**src/rtl/legv8_ctrl_pkg.sv**
```systemverilog
// Shared types and constants for the LEGv8 multi-cycle control unit.
// Pure declarations; no logic, no latency, no backpressure.
package legv8_ctrl_pkg;

  typedef enum logic [2:0] {FETCH, DECODE, EXEC, LOAD, HALT} state_e;

  typedef enum logic [3:0] {
    OP_ADD, OP_SUB, OP_AND, OP_ORR, OP_ADDI, OP_SUBI,
    OP_LDUR, OP_STUR, OP_CBZ, OP_B, OP_ILLEGAL
  } op_e;

  localparam logic [10:0] OPC_ADD  = 11'h458;
  localparam logic [10:0] OPC_SUB  = 11'h658;
  localparam logic [10:0] OPC_AND  = 11'h450;
  localparam logic [10:0] OPC_ORR  = 11'h550;
  localparam logic [10:0] OPC_LDUR = 11'h7C2;
  localparam logic [10:0] OPC_STUR = 11'h7C0;
  localparam logic [9:0]  OPC_ADDI = 10'h244;
  localparam logic [9:0]  OPC_SUBI = 10'h344;
  localparam logic [7:0]  OPC_CBZ  = 8'hB4;
  localparam logic [5:0]  OPC_B    = 6'h05;

  localparam logic [4:0] FS_AND = 5'b00000;
  localparam logic [4:0] FS_ORR = 5'b00100;
  localparam logic [4:0] FS_ADD = 5'b01000;
  localparam logic [4:0] FS_SUB = 5'b01001;

  localparam logic [1:0] RAM_SIZE_DW = 2'b11;
  localparam logic [4:0] XZR         = 5'd31;

  typedef struct packed {
    logic [4:0]  sa;
    logic [4:0]  sb;
    logic [4:0]  da;
    logic [4:0]  fs;
    logic        c0;
    logic [63:0] k;
    logic        b_sel;
    logic        en_alu;
    logic        en_b;
    logic        en_addr_alu;
    logic        ram_cs;
    logic        ram_we;
    logic        ram_re;
    logic [1:0]  ram_size;
    logic        w_reg;
  } ctrl_t;

endpackage

```
**src/rtl/legv8_control_unit_if.sv**
```systemverilog
// Control-unit <-> datapath/ROM signal bundle; master is the control unit.
// Plain wires, no latency, no backpressure.
interface legv8_control_unit_if;
  logic [63:0] pc;
  logic [31:0] instruction;
  logic [3:0]  status;
  logic [4:0]  SA;
  logic [4:0]  SB;
  logic [4:0]  DA;
  logic [4:0]  FS;
  logic        C0;
  logic [63:0] k;
  logic        B_Sel;
  logic        EN_ALU;
  logic        EN_B;
  logic        EN_ADDR_ALU;
  logic        ram_cs;
  logic        ram_write_en;
  logic        ram_read_en;
  logic [1:0]  ramOutsize;
  logic        w_reg;
  logic        illegal;

  modport master (
    output pc, SA, SB, DA, FS, C0, k, B_Sel, EN_ALU, EN_B, EN_ADDR_ALU,
           ram_cs, ram_write_en, ram_read_en, ramOutsize, w_reg, illegal,
    input  instruction, status
  );

  modport slave (
    input  pc, SA, SB, DA, FS, C0, k, B_Sel, EN_ALU, EN_B, EN_ADDR_ALU,
           ram_cs, ram_write_en, ram_read_en, ramOutsize, w_reg, illegal,
    output instruction, status
  );
endinterface

```
**src/rtl/legv8_decoder.sv**
```systemverilog
// Combinational LEGv8 decode: op class, register fields, extended immediates.
// Zero latency, no backpressure.
module legv8_decoder
  import legv8_ctrl_pkg::*;
(
  input  logic [31:0] ir,
  output op_e         op,
  output logic [4:0]  rn,
  output logic [4:0]  rm,
  output logic [4:0]  rt,
  output logic [63:0] imm_k,
  output logic [63:0] br_off
);

  assign rt = ir[4:0];
  assign rn = ir[9:5];
  assign rm = ir[20:16];

  // Widest opcode fields are checked first so short prefixes never shadow them.
  always_comb begin
    op = OP_ILLEGAL;
    if      (ir[31:21] == OPC_ADD)  op = OP_ADD;
    else if (ir[31:21] == OPC_SUB)  op = OP_SUB;
    else if (ir[31:21] == OPC_AND)  op = OP_AND;
    else if (ir[31:21] == OPC_ORR)  op = OP_ORR;
    else if (ir[31:21] == OPC_LDUR) op = OP_LDUR;
    else if (ir[31:21] == OPC_STUR) op = OP_STUR;
    else if (ir[31:22] == OPC_ADDI) op = OP_ADDI;
    else if (ir[31:22] == OPC_SUBI) op = OP_SUBI;
    else if (ir[31:24] == OPC_CBZ)  op = OP_CBZ;
    else if (ir[31:26] == OPC_B)    op = OP_B;
  end

  always_comb begin
    imm_k  = '0;
    br_off = '0;
    case (op)
      OP_ADDI, OP_SUBI: imm_k  = {52'd0, ir[21:10]};
      OP_LDUR, OP_STUR: imm_k  = {{55{ir[20]}}, ir[20:12]};
      OP_CBZ:           br_off = {{43{ir[23]}}, ir[23:5], 2'b00};
      OP_B:             br_off = {{36{ir[25]}}, ir[25:0], 2'b00};
      default:          imm_k  = '0;
    endcase
  end

endmodule

```
**src/rtl/legv8_control_unit.sv**
```systemverilog
// Multi-cycle LEGv8 control FSM: owns PC, fetches, decodes and issues registered control words.
// 3 cycles per instruction (LDUR 4); no backpressure, HALT on an unsupported opcode until reset.
module legv8_control_unit #(
  parameter logic [63:0] PC_RESET    = 64'h0,
  parameter logic [1:0]  RAM_SIZE_DW = legv8_ctrl_pkg::RAM_SIZE_DW
) (
  input  logic                        clock,
  input  logic                        reset,
  legv8_control_unit_if.master        cu
);
  import legv8_ctrl_pkg::*;

  state_e      state_q, state_d;
  logic [63:0] pc_q, pc_d;
  logic [31:0] ir_q, ir_d;
  ctrl_t       ctrl_q, ctrl_d;
  logic        illegal_q, illegal_d;
  ctrl_t       ctrl_idle;

  op_e         op;
  logic [4:0]  rn, rm, rt;
  logic [63:0] imm_k, br_off;

  // The ROM word is decoded directly in DECODE so the EXEC word can be registered on time.
  assign ir_d = (state_q == DECODE) ? cu.instruction : ir_q;

  legv8_decoder u_decoder (
    .ir     (ir_d),
    .op     (op),
    .rn     (rn),
    .rm     (rm),
    .rt     (rt),
    .imm_k  (imm_k),
    .br_off (br_off)
  );

  always_comb begin
    ctrl_idle          = '0;
    ctrl_idle.ram_size = RAM_SIZE_DW;
  end

  always_comb begin
    state_d   = state_q;
    pc_d      = pc_q;
    ctrl_d    = ctrl_idle;
    illegal_d = illegal_q;
    case (state_q)
      FETCH: state_d = DECODE;
      DECODE: begin
        state_d = EXEC;
        case (op)
          OP_ADD, OP_SUB, OP_AND, OP_ORR, OP_ADDI, OP_SUBI: begin
            ctrl_d.sa     = rn;
            ctrl_d.sb     = rm;
            ctrl_d.da     = rt;
            ctrl_d.en_alu = 1'b1;
            ctrl_d.w_reg  = (rt != XZR);
            ctrl_d.c0     = (op == OP_SUB) || (op == OP_SUBI);
            case (op)
              OP_SUB, OP_SUBI: ctrl_d.fs = FS_SUB;
              OP_AND:          ctrl_d.fs = FS_AND;
              OP_ORR:          ctrl_d.fs = FS_ORR;
              default:         ctrl_d.fs = FS_ADD;
            endcase
            if (op == OP_ADDI || op == OP_SUBI) begin
              ctrl_d.b_sel = 1'b1;
              ctrl_d.k     = imm_k;
            end
          end
          OP_LDUR, OP_STUR: begin
            ctrl_d.sa          = rn;
            ctrl_d.k           = imm_k;
            ctrl_d.b_sel       = 1'b1;
            ctrl_d.fs          = FS_ADD;
            ctrl_d.en_addr_alu = 1'b1;
            ctrl_d.ram_cs      = 1'b1;
            if (op == OP_LDUR) begin
              ctrl_d.ram_re = 1'b1;
            end else begin
              ctrl_d.sb     = rt;
              ctrl_d.en_b   = 1'b1;
              ctrl_d.ram_we = 1'b1;
            end
          end
          OP_CBZ: begin
            ctrl_d.sa = XZR;
            ctrl_d.sb = rt;
            ctrl_d.fs = FS_ADD;
          end
          OP_B: ctrl_d = ctrl_idle;
          default: begin
            illegal_d = 1'b1;
            state_d   = HALT;
          end
        endcase
      end
      EXEC: begin
        state_d = FETCH;
        pc_d    = pc_q + 64'd4;
        case (op)
          OP_LDUR: begin
            // Keep the address and read strobe up while the RAM data is written back.
            state_d      = LOAD;
            pc_d         = pc_q;
            ctrl_d       = ctrl_q;
            ctrl_d.da    = rt;
            ctrl_d.w_reg = (rt != XZR);
          end
          OP_CBZ: if (cu.status[0]) pc_d = pc_q + br_off;
          OP_B:   pc_d = pc_q + br_off;
          default: pc_d = pc_q + 64'd4;
        endcase
      end
      LOAD: begin
        state_d = FETCH;
        pc_d    = pc_q + 64'd4;
      end
      default: state_d = HALT;
    endcase
  end

  always_ff @(posedge clock) begin
    if (reset) begin
      state_q   <= FETCH;
      pc_q      <= PC_RESET;
      ir_q      <= '0;
      ctrl_q    <= ctrl_idle;
      illegal_q <= 1'b0;
    end else begin
      state_q   <= state_d;
      pc_q      <= pc_d;
      ir_q      <= ir_d;
      ctrl_q    <= ctrl_d;
      illegal_q <= illegal_d;
    end
  end

  assign cu.pc          = pc_q;
  assign cu.SA          = ctrl_q.sa;
  assign cu.SB          = ctrl_q.sb;
  assign cu.DA          = ctrl_q.da;
  assign cu.FS          = ctrl_q.fs;
  assign cu.C0          = ctrl_q.c0;
  assign cu.k           = ctrl_q.k;
  assign cu.B_Sel       = ctrl_q.b_sel;
  assign cu.EN_ALU      = ctrl_q.en_alu;
  assign cu.EN_B        = ctrl_q.en_b;
  assign cu.EN_ADDR_ALU = ctrl_q.en_addr_alu;
  assign cu.ram_cs      = ctrl_q.ram_cs;
  assign cu.ram_read_en = ctrl_q.ram_re;
  assign cu.ramOutsize  = ctrl_q.ram_size;
  assign cu.illegal     = illegal_q;
  // Write strobes are masked during the reset cycle so an aborted instruction never commits.
  assign cu.w_reg        = ctrl_q.w_reg  & ~reset;
  assign cu.ram_write_en = ctrl_q.ram_we & ~reset;

endmodule

```
**src/flat_wrapper.sv**
```systemverilog
// flat-port wrapper written by rule: the top's interface ports become plain ports
module legv8_control_unit_flat import legv8_ctrl_pkg::*;
#(
  parameter logic [63:0] PC_RESET    = 64'h0,
  parameter logic [1:0]  RAM_SIZE_DW = legv8_ctrl_pkg::RAM_SIZE_DW
)
  (clock, reset, cu_pc, cu_SA, cu_SB, cu_DA, cu_FS, cu_C0, cu_k, cu_B_Sel, cu_EN_ALU, cu_EN_B, cu_EN_ADDR_ALU, cu_ram_cs, cu_ram_write_en, cu_ram_read_en, cu_ramOutsize, cu_w_reg, cu_illegal, cu_instruction, cu_status);
  legv8_control_unit_if cu_i ();
  input  logic clock;
  input  logic reset;
  output wire logic [$bits(cu_i.pc)-1:0] cu_pc;
  output wire logic [$bits(cu_i.SA)-1:0] cu_SA;
  output wire logic [$bits(cu_i.SB)-1:0] cu_SB;
  output wire logic [$bits(cu_i.DA)-1:0] cu_DA;
  output wire logic [$bits(cu_i.FS)-1:0] cu_FS;
  output wire logic [$bits(cu_i.C0)-1:0] cu_C0;
  output wire logic [$bits(cu_i.k)-1:0] cu_k;
  output wire logic [$bits(cu_i.B_Sel)-1:0] cu_B_Sel;
  output wire logic [$bits(cu_i.EN_ALU)-1:0] cu_EN_ALU;
  output wire logic [$bits(cu_i.EN_B)-1:0] cu_EN_B;
  output wire logic [$bits(cu_i.EN_ADDR_ALU)-1:0] cu_EN_ADDR_ALU;
  output wire logic [$bits(cu_i.ram_cs)-1:0] cu_ram_cs;
  output wire logic [$bits(cu_i.ram_write_en)-1:0] cu_ram_write_en;
  output wire logic [$bits(cu_i.ram_read_en)-1:0] cu_ram_read_en;
  output wire logic [$bits(cu_i.ramOutsize)-1:0] cu_ramOutsize;
  output wire logic [$bits(cu_i.w_reg)-1:0] cu_w_reg;
  output wire logic [$bits(cu_i.illegal)-1:0] cu_illegal;
  input wire logic [$bits(cu_i.instruction)-1:0] cu_instruction;
  input wire logic [$bits(cu_i.status)-1:0] cu_status;
  assign cu_pc = cu_i.pc;
  assign cu_SA = cu_i.SA;
  assign cu_SB = cu_i.SB;
  assign cu_DA = cu_i.DA;
  assign cu_FS = cu_i.FS;
  assign cu_C0 = cu_i.C0;
  assign cu_k = cu_i.k;
  assign cu_B_Sel = cu_i.B_Sel;
  assign cu_EN_ALU = cu_i.EN_ALU;
  assign cu_EN_B = cu_i.EN_B;
  assign cu_EN_ADDR_ALU = cu_i.EN_ADDR_ALU;
  assign cu_ram_cs = cu_i.ram_cs;
  assign cu_ram_write_en = cu_i.ram_write_en;
  assign cu_ram_read_en = cu_i.ram_read_en;
  assign cu_ramOutsize = cu_i.ramOutsize;
  assign cu_w_reg = cu_i.w_reg;
  assign cu_illegal = cu_i.illegal;
  assign cu_i.instruction = cu_instruction;
  assign cu_i.status = cu_status;
  legv8_control_unit #(.PC_RESET(PC_RESET), .RAM_SIZE_DW(RAM_SIZE_DW)) u_core (.clock(clock), .reset(reset), .cu(cu_i));
endmodule
```
**config.mk**
```make
export PLATFORM = sky130hd
export DESIGN_NAME = legv8_control_unit_flat
export DESIGN_NICKNAME = d
export VERILOG_FILES = /design/src/rtl/legv8_ctrl_pkg.sv /design/src/rtl/legv8_control_unit_if.sv /design/src/rtl/legv8_decoder.sv /design/src/rtl/legv8_control_unit.sv /design/src/flat_wrapper.sv
export SDC_FILE = /design/constraint.sdc
export NUM_CORES = 1
export LEC_CHECK = 0
export BUFFER_PORTS_ARGS = -buffer_cell sky130_fd_sc_hd__buf_4
export CAP_MARGIN = 20
export CORE_MARGIN = 8
export CORE_UTILIZATION = 35
export DETAILED_ROUTE_END_ITERATION = 10
export PLACE_DENSITY = 0.62
export SETUP_SLACK_MARGIN = 0.1
export SYNTH_ARGS = -nofsm -noshare
export SYNTH_HDL_FRONTEND = slang
export SYNTH_SLANG_ARGS = --single-unit
```
**constraint.sdc**
```tcl
create_clock -name clock -period 20 [get_ports clock]
set_input_delay 4 -clock clock [delete_from_list [all_inputs] [get_ports clock]]
set_output_delay 4 -clock clock [all_outputs]
set_load 0.005 [all_outputs]
```
== Word level (Yosys, flattened, before mapping) ==
Index checks and enable logic that the tools add are counted.
Storage, ports and cells
  output and inout bits: 160
  register bits after elaboration: 195
  input bits: 38
Cells by class
  reduce and logical (&&, ||, !) cells: 13
  $add $sub $neg: 2
  bitwise logic cells: 4
  equality and inequality tests: 24
  mux-type cells: 34
Operators by type and width (count)
  one-hot mux 64 bit (2 select lines): 3
  one-hot mux 64 bit (3 select lines): 1
  one-hot mux 95 bit (2 select lines): 1
  one-hot mux 65 bit (2 select lines): 1
  two-way mux 95 bit: 1
  == test 11 bit, second input constant: 6
  two-way mux 65 bit: 1
  adder 64 x 3 -> 64 bit, second input constant: 1
  adder 64 bit: 1
  two-way mux 64 bit: 1
  two-way mux 32 bit: 1
  two-way mux 4 bit: 8
  one-hot mux 10 bit (3 select lines): 1
  == test 10 bit, second input constant: 2
  == test 4 x 3 -> 1 bit, second input constant: 4
  two-way mux 5 bit: 3
  one-hot mux 3 bit (4 select lines): 1
  one-hot mux 4 bit (3 select lines): 1
  OR reduction 10 bit: 1
  == test 4 x 2 -> 1 bit, second input constant: 2
  == test 4 bit, second input constant: 2
  == test 8 bit, second input constant: 1
  one-hot mux 4 bit (2 select lines): 1
  == test 3 x 2 -> 1 bit, second input constant: 2
  18 further kinds: 30

== Longest topological paths before layout ==
  depth in word-level cells: 19
  mapped depth: 22
  mapped depth without buffers: 17

== Cells and area by module ==
From an unflattened synthesis, not the netlist that was laid out.
Second synthesis, totals
  cell total of the unflattened synthesis: 1852
  area, all modules: 14059.7 um^2
Modules (own cells, without submodules)
  legv8_control_unit: area each 12670.9 um^2, cells each 1665, times used 1
  legv8_decoder: area each 1388.8 um^2, cells each 187, times used 1

== Worst setup path before layout ==
OpenSTA, ideal clock, no wires.
  path kind: input to register
  start point: in cu_instruction[27]
  end point: reg u_core.pc_q[60], in the netlist u_core.cu.pc[60]
  stages: 15
  arrival time: 9631 ps
  required time: 19869 ps
  slack: 10239 ps
  library setup time: 131 ps
  cells stage by stage: nand2b_1 > mux2_4 > or3_1 > o21ai_0 > ha_1 > clkbuf_1 > nand4_1 > nor2_1 > and3_1 > a2111oi_2 > a31o_2 > nand2_1 > a311oi_1 > xor2_1 > o22ai_1
On the way
  longest elaborated chain between the ends: 18
  elaborated cells on any way between the ends: 31
  classes of those cells: 1 x add/sub; 14 x eq/ne; 15 x mux; 1 x reduce/logical
Ends and longest elaborated chain
  start, declared: line flat_wrapper.sv:28  | input wire logic [$bits(cu_i.instruction)-1:0] cu_instruction;
  two-way mux 32 bit *: line legv8_control_unit.sv:25  | assign ir_d = (state_q == DECODE) ? cu.instruction : ir_q;
  == test 6 x 3 -> 1 bit: line legv8_decoder.sv:31  | else if (ir[31:26] == OPC_B) op = OP_B;
  two-way mux 2 bit: line legv8_decoder.sv:31
  two-way mux 2 bit: line legv8_decoder.sv:30  | else if (ir[31:24] == OPC_CBZ) op = OP_CBZ;
  two-way mux 4 bit: line legv8_decoder.sv:29  | else if (ir[31:22] == OPC_SUBI) op = OP_SUBI;
  two-way mux 4 bit: line legv8_decoder.sv:28  | else if (ir[31:22] == OPC_ADDI) op = OP_ADDI;
  two-way mux 4 bit: line legv8_decoder.sv:27  | else if (ir[31:21] == OPC_STUR) op = OP_STUR;
  two-way mux 4 bit: line legv8_decoder.sv:26  | else if (ir[31:21] == OPC_LDUR) op = OP_LDUR;
  [2 not listed]
  two-way mux 4 bit: line legv8_decoder.sv:23  | else if (ir[31:21] == OPC_SUB) op = OP_SUB;
  two-way mux 4 bit *: line legv8_decoder.sv:22  | if (ir[31:21] == OPC_ADD) op = OP_ADD;
  == test 4 bit: line legv8_decoder.sv:37, legv8_control_unit.sv:100
  one-hot mux 64 bit (2 select lines): line legv8_decoder.sv:37  | case (op)
  adder 64 bit: line legv8_control_unit.sv:109, legv8_control_unit.sv:110
  two-way mux 64 bit: line legv8_control_unit.sv:109  | OP_CBZ: if (cu.status[0]) pc_d = pc_q + br_off;
  one-hot mux 64 bit (3 select lines): line legv8_control_unit.sv:100  | case (op)
  one-hot mux 64 bit (2 select lines): line legv8_control_unit.sv:47  | case (state_q)
  end signal, assigned: line legv8_control_unit.sv:131  | pc_q <= pc_d;
  end, declared: line legv8_control_unit.sv:14  | logic [63:0] pc_q, pc_d;
Every way passes the cells marked *; elsewhere a longest branch is shown, timed or not.
A chain may end at the register's enable or synchronous reset.

== Worst setup path in the final report ==
  start point: in cu_instruction[27]
  end point: reg u_core.pc_q[50], in the netlist u_core.cu.pc[50]
Same word-level chain as after synthesis.

==> impl_metrics.yaml <==
outcome:
  status: "completed"
pwr:
  switching_power_mw: 0.177
  internal_power_mw: 0.487
  comb_power_share_pct: 9.2
  powerDensity_nw_per_um2: 49.5
  p_leak_nw: 5.43
  p_sw_share_pct: 26.7
  power_frac_seq_pct: 42.6
  vdd_drop_max_v: 0.0000612
  clock_power_share_pct: 48.1
logic_synthesis:
  avgSynthCellArea_um2: 7.33
  seq_area_frac_synth_pct: 23.4
  synthArstFlopShare_pct: 0
  synth.cell_area_um2: 11700
  synth-edff-count: 0
  yosys_most_used_dff: "dfxtp_1"
  ys_seq_elements: 137
  synthCells: 1602
  synth_warnings: 0
  synth_cell_type_count: 90
final_layout:
  layout.nets: 1751
  area_growth_pct: 14.3
  fin_area_um2: 13400
  drive_gt1_share_pct: 16.5
  regArea_um2: 2740
  layout_commonest_cell: "buf_4"
  diodes: 0
  mostFrequentLayoutCells: "buf_4 (210), a21oi_1 (164), nor2_1 (164)"
  multi_input_area_um2: 7890
  num-fill-cells: 3409
clocking:
  cts_setup_buffers: 0
  cts_max_level: 4
  root_buffer: "clkbuf_16"
  cts.sinks: 137
  tritoncts: "yes"
  clock_latency_ns: 0.44
  clk_path_buf_depth: 2
  ctsResizeCount: 0
  cts_hold_buffers: 0
  cts_made_buffers: 17
  clk_pin_slew_ns: 0.07
drt:
  wl_met3_um: 3660
  vias_per_cell: 5.74
  drt-met1-wl_um: 17700
  first_pass_iters: 5
  drtIter0Drc: 827
  wl_per_cell_um: 19.3
  routed_wl_um: 40800
  dr_wl_met2_um: 18600
  detail-route-antenna-nets: 0
  maxUsedRoutingLayer: "met4"
  route.detailed.drc: 0
  via_count: 12100
sta:
  period_needed_ns: 8.68
  clock-skew-final_ns: 0.0136
  finalSetupViolCount: 0
  tns_ns: 0
  fmax_ghz: 0.115
  drv_slew: 0
  rsz0062_at_grt: "false"
  tightest_slew_ns: 1.06
  period_share_pct: 43.4
  slew_headroom_pct: 29.4
  finalHoldViolations: 0
  setup_ws_ns: 11.32
job:
  cap_violations: 0
worst_setup_path:
  arrival_ns: 9.05
  endpoint_kind: "register"
  crit_fanout: 18
  required_ns: 20.37
  r2r.worst_path.cells: 17
  rr_endpoint: "u_core.cu.pc[57]"
  r2r_start: "u_core.state_q[0]"
  r2r_slack_ns: 13.89
  crit_type: "in -> reg"
  critPathLaunchType: "primary input"
grt:
  grt_pass1_vias: 11300
  grt_util_all_layers_pct: 19.8
  grt_first_pass_wirelength_um: 63000
  grt_overflow: 0
  grt_antenna_before_repair: 0
  grt_max_degree: 89
floorplanning:
  die_h_um: 199
  rows: 67
  die_area_um2: 39700
  die_x_um: 199
  coreArea_um2: 33300
  pin_count: 198
  start_util_pct: 35.3
placement:
  io_buffers: 190
  post-place-ws_ns: 10.94
  postPlaceCellArea_um2: 12800
  place.gp.congestion: 0.940
  hpwl_um: 30200
min_path:
  min_path_cells: 2
  min_path_type: "reg -> reg"
  hp-start: "u_core.cu.FS[2]"
  holdPathEnd: "u_core.cu.FS[2]"
Yosys cell counts (all sizes together) (9+ instances only):
cell type  instances  area [µm²]
a21oi            164         821
a21o              42         315
o211ai            11        87.6
a22o              17         149
a22oi              9        67.6
nand4             35         219
and4              12         105
nor3b             10        80.1
nand3             50         255
a31oi             19         119
o21ai            121         613
inv               23        86.3
o21bai            14         105
buf              119         828
xnor2             33         289
nand2            140         531
mux2i             30         313
and2              15        96.3
nand2b            11        68.8
xor2              26         228
clkbuf            65         244
nor2             167         639
ha                62         776
nor2b             21         131
nor3              46         230
a211oi            27         203
dfxtp            137        2740
o22ai             39         244
and3              22         138
worst max-delay path, stage by stage:
cell	delay (ns)
buf_4	0.12
nand2b_1	0.18
mux2_4	0.31
or3_1	0.62
o22ai_1	0.30
ha_1	0.25
inv_1	0.07
fa_1	0.39
nor2b_1	0.17
o31a_1	0.22
a221oi_2	0.12
o211ai_1	0.32
a21oi_1	0.25
or4_1	0.57
a31oi_1	0.28
a21boi_1	0.19
or4_1	0.50
a31oi_1	0.17
registers in the layout, indices dropped and copies added, names as in the netlist:
signal,cells
u_core.cu.pc,62
u_core.ir_q,32
u_core.cu.k,13
u_core.cu.DA,5
u_core.cu.SA,5
u_core.cu.SB,5
u_core.cu.FS,3
u_core.state_q,3
u_core.ctrl_q,2
u_core.cu.B_Sel,1
u_core.cu.C0,1
u_core.cu.EN_ALU,1
u_core.cu.illegal,1
u_core.cu.ramOutsize,1
u_core.cu.ram_cs,1
u_core.cu.ram_read_en,1
logic make-up (layout without fill, tap and decap cells):
kind of cell / Yosys count / in the layout / synth area share (%)
adders and majority gates: 63 / 63 / 6.78
xor gates and xnor gates: 59 / 59 / 4.40
other: 1 / 4 / 0.0319
AOI/OAI and AO/OA: 536 / 536 / 28.9
muxes: 33 / 33 / 2.98
buffers and inverters: 207 / 264 / 9.87
DFF: 137 / 137 / 23.4
and+or+nand+nor: 566 / 566 / 23.7
power by group through the flow:
stage | logic, mW | clock network, mW | registers [mW]
after floorplan | 0.0404 | 0 | 0.288
after global placement | 0.0600 | 0 | 0.289
after detailed placement | 0.0605 | 0 | 0.289
after CTS | 0.0609 | 0.325 | 0.283
after global routing | 0.0661 | 0.335 | 0.284
final | 0.0613 | 0.320 | 0.283
per-stage QoR:
stage | std cells | utilization (%) | total power, mW | hold WS [ns]
after global routing | 2110 | 40.3 | 0.685 | 0.473
after global placement | 2078 | 38.6 | 0.349 | 0.437
after detailed placement | 2078 | 38.6 | 0.350 | 0.441
final | 2110 | 40.3 | 0.665 | 0.449
after CTS | 2109 | 40.3 | 0.669 | 0.451
after floorplan | 1605 | - | 0.328 | 0.426
worst max-delay path by stage:
| stage | start | endpoint | cells past startpoint |
|---|---|---|---|
| 2_1_floorplan | cu_instruction[27] | u_core.cu.pc[60] | 15 |
| 3_3_place_gp | cu_instruction[27] | u_core.cu.pc[62] | 18 |
| 3_5_place_dp | cu_instruction[27] | u_core.cu.pc[50] | 18 |
| 4_1_cts | cu_instruction[27] | u_core.cu.pc[50] | 18 |
| 5_1_grt | cu_instruction[27] | u_core.cu.pc[62] | 18 |
| 6_report | cu_instruction[27] | u_core.cu.pc[50] | 18 |
final cells by class:
| type | instances | area share [%] |
|---|---|---|
| Timing Repair Buffer | 210 | 11.7 |
| Clock buffer | 22 | 3.38 |
| Inverter | 23 | 0.643 |
| Multi-Input combinational cell | 1261 | 58.7 |
| Clock inverter | 9 | 0.885 |
| Sequential cell | 137 | 20.4 |
| Tap cell | 448 | 4.17 |
layer usage:
layer | vias to the layer above | GRT usage, %
li1 | 5920 | -
met2 | 462 | 32.8
met5 | - | 0
met3 | 57 | 4.40
met1 | 5666 | 25.4
met4 | 0 | 6.15
(Power assumes the default switching activity.)
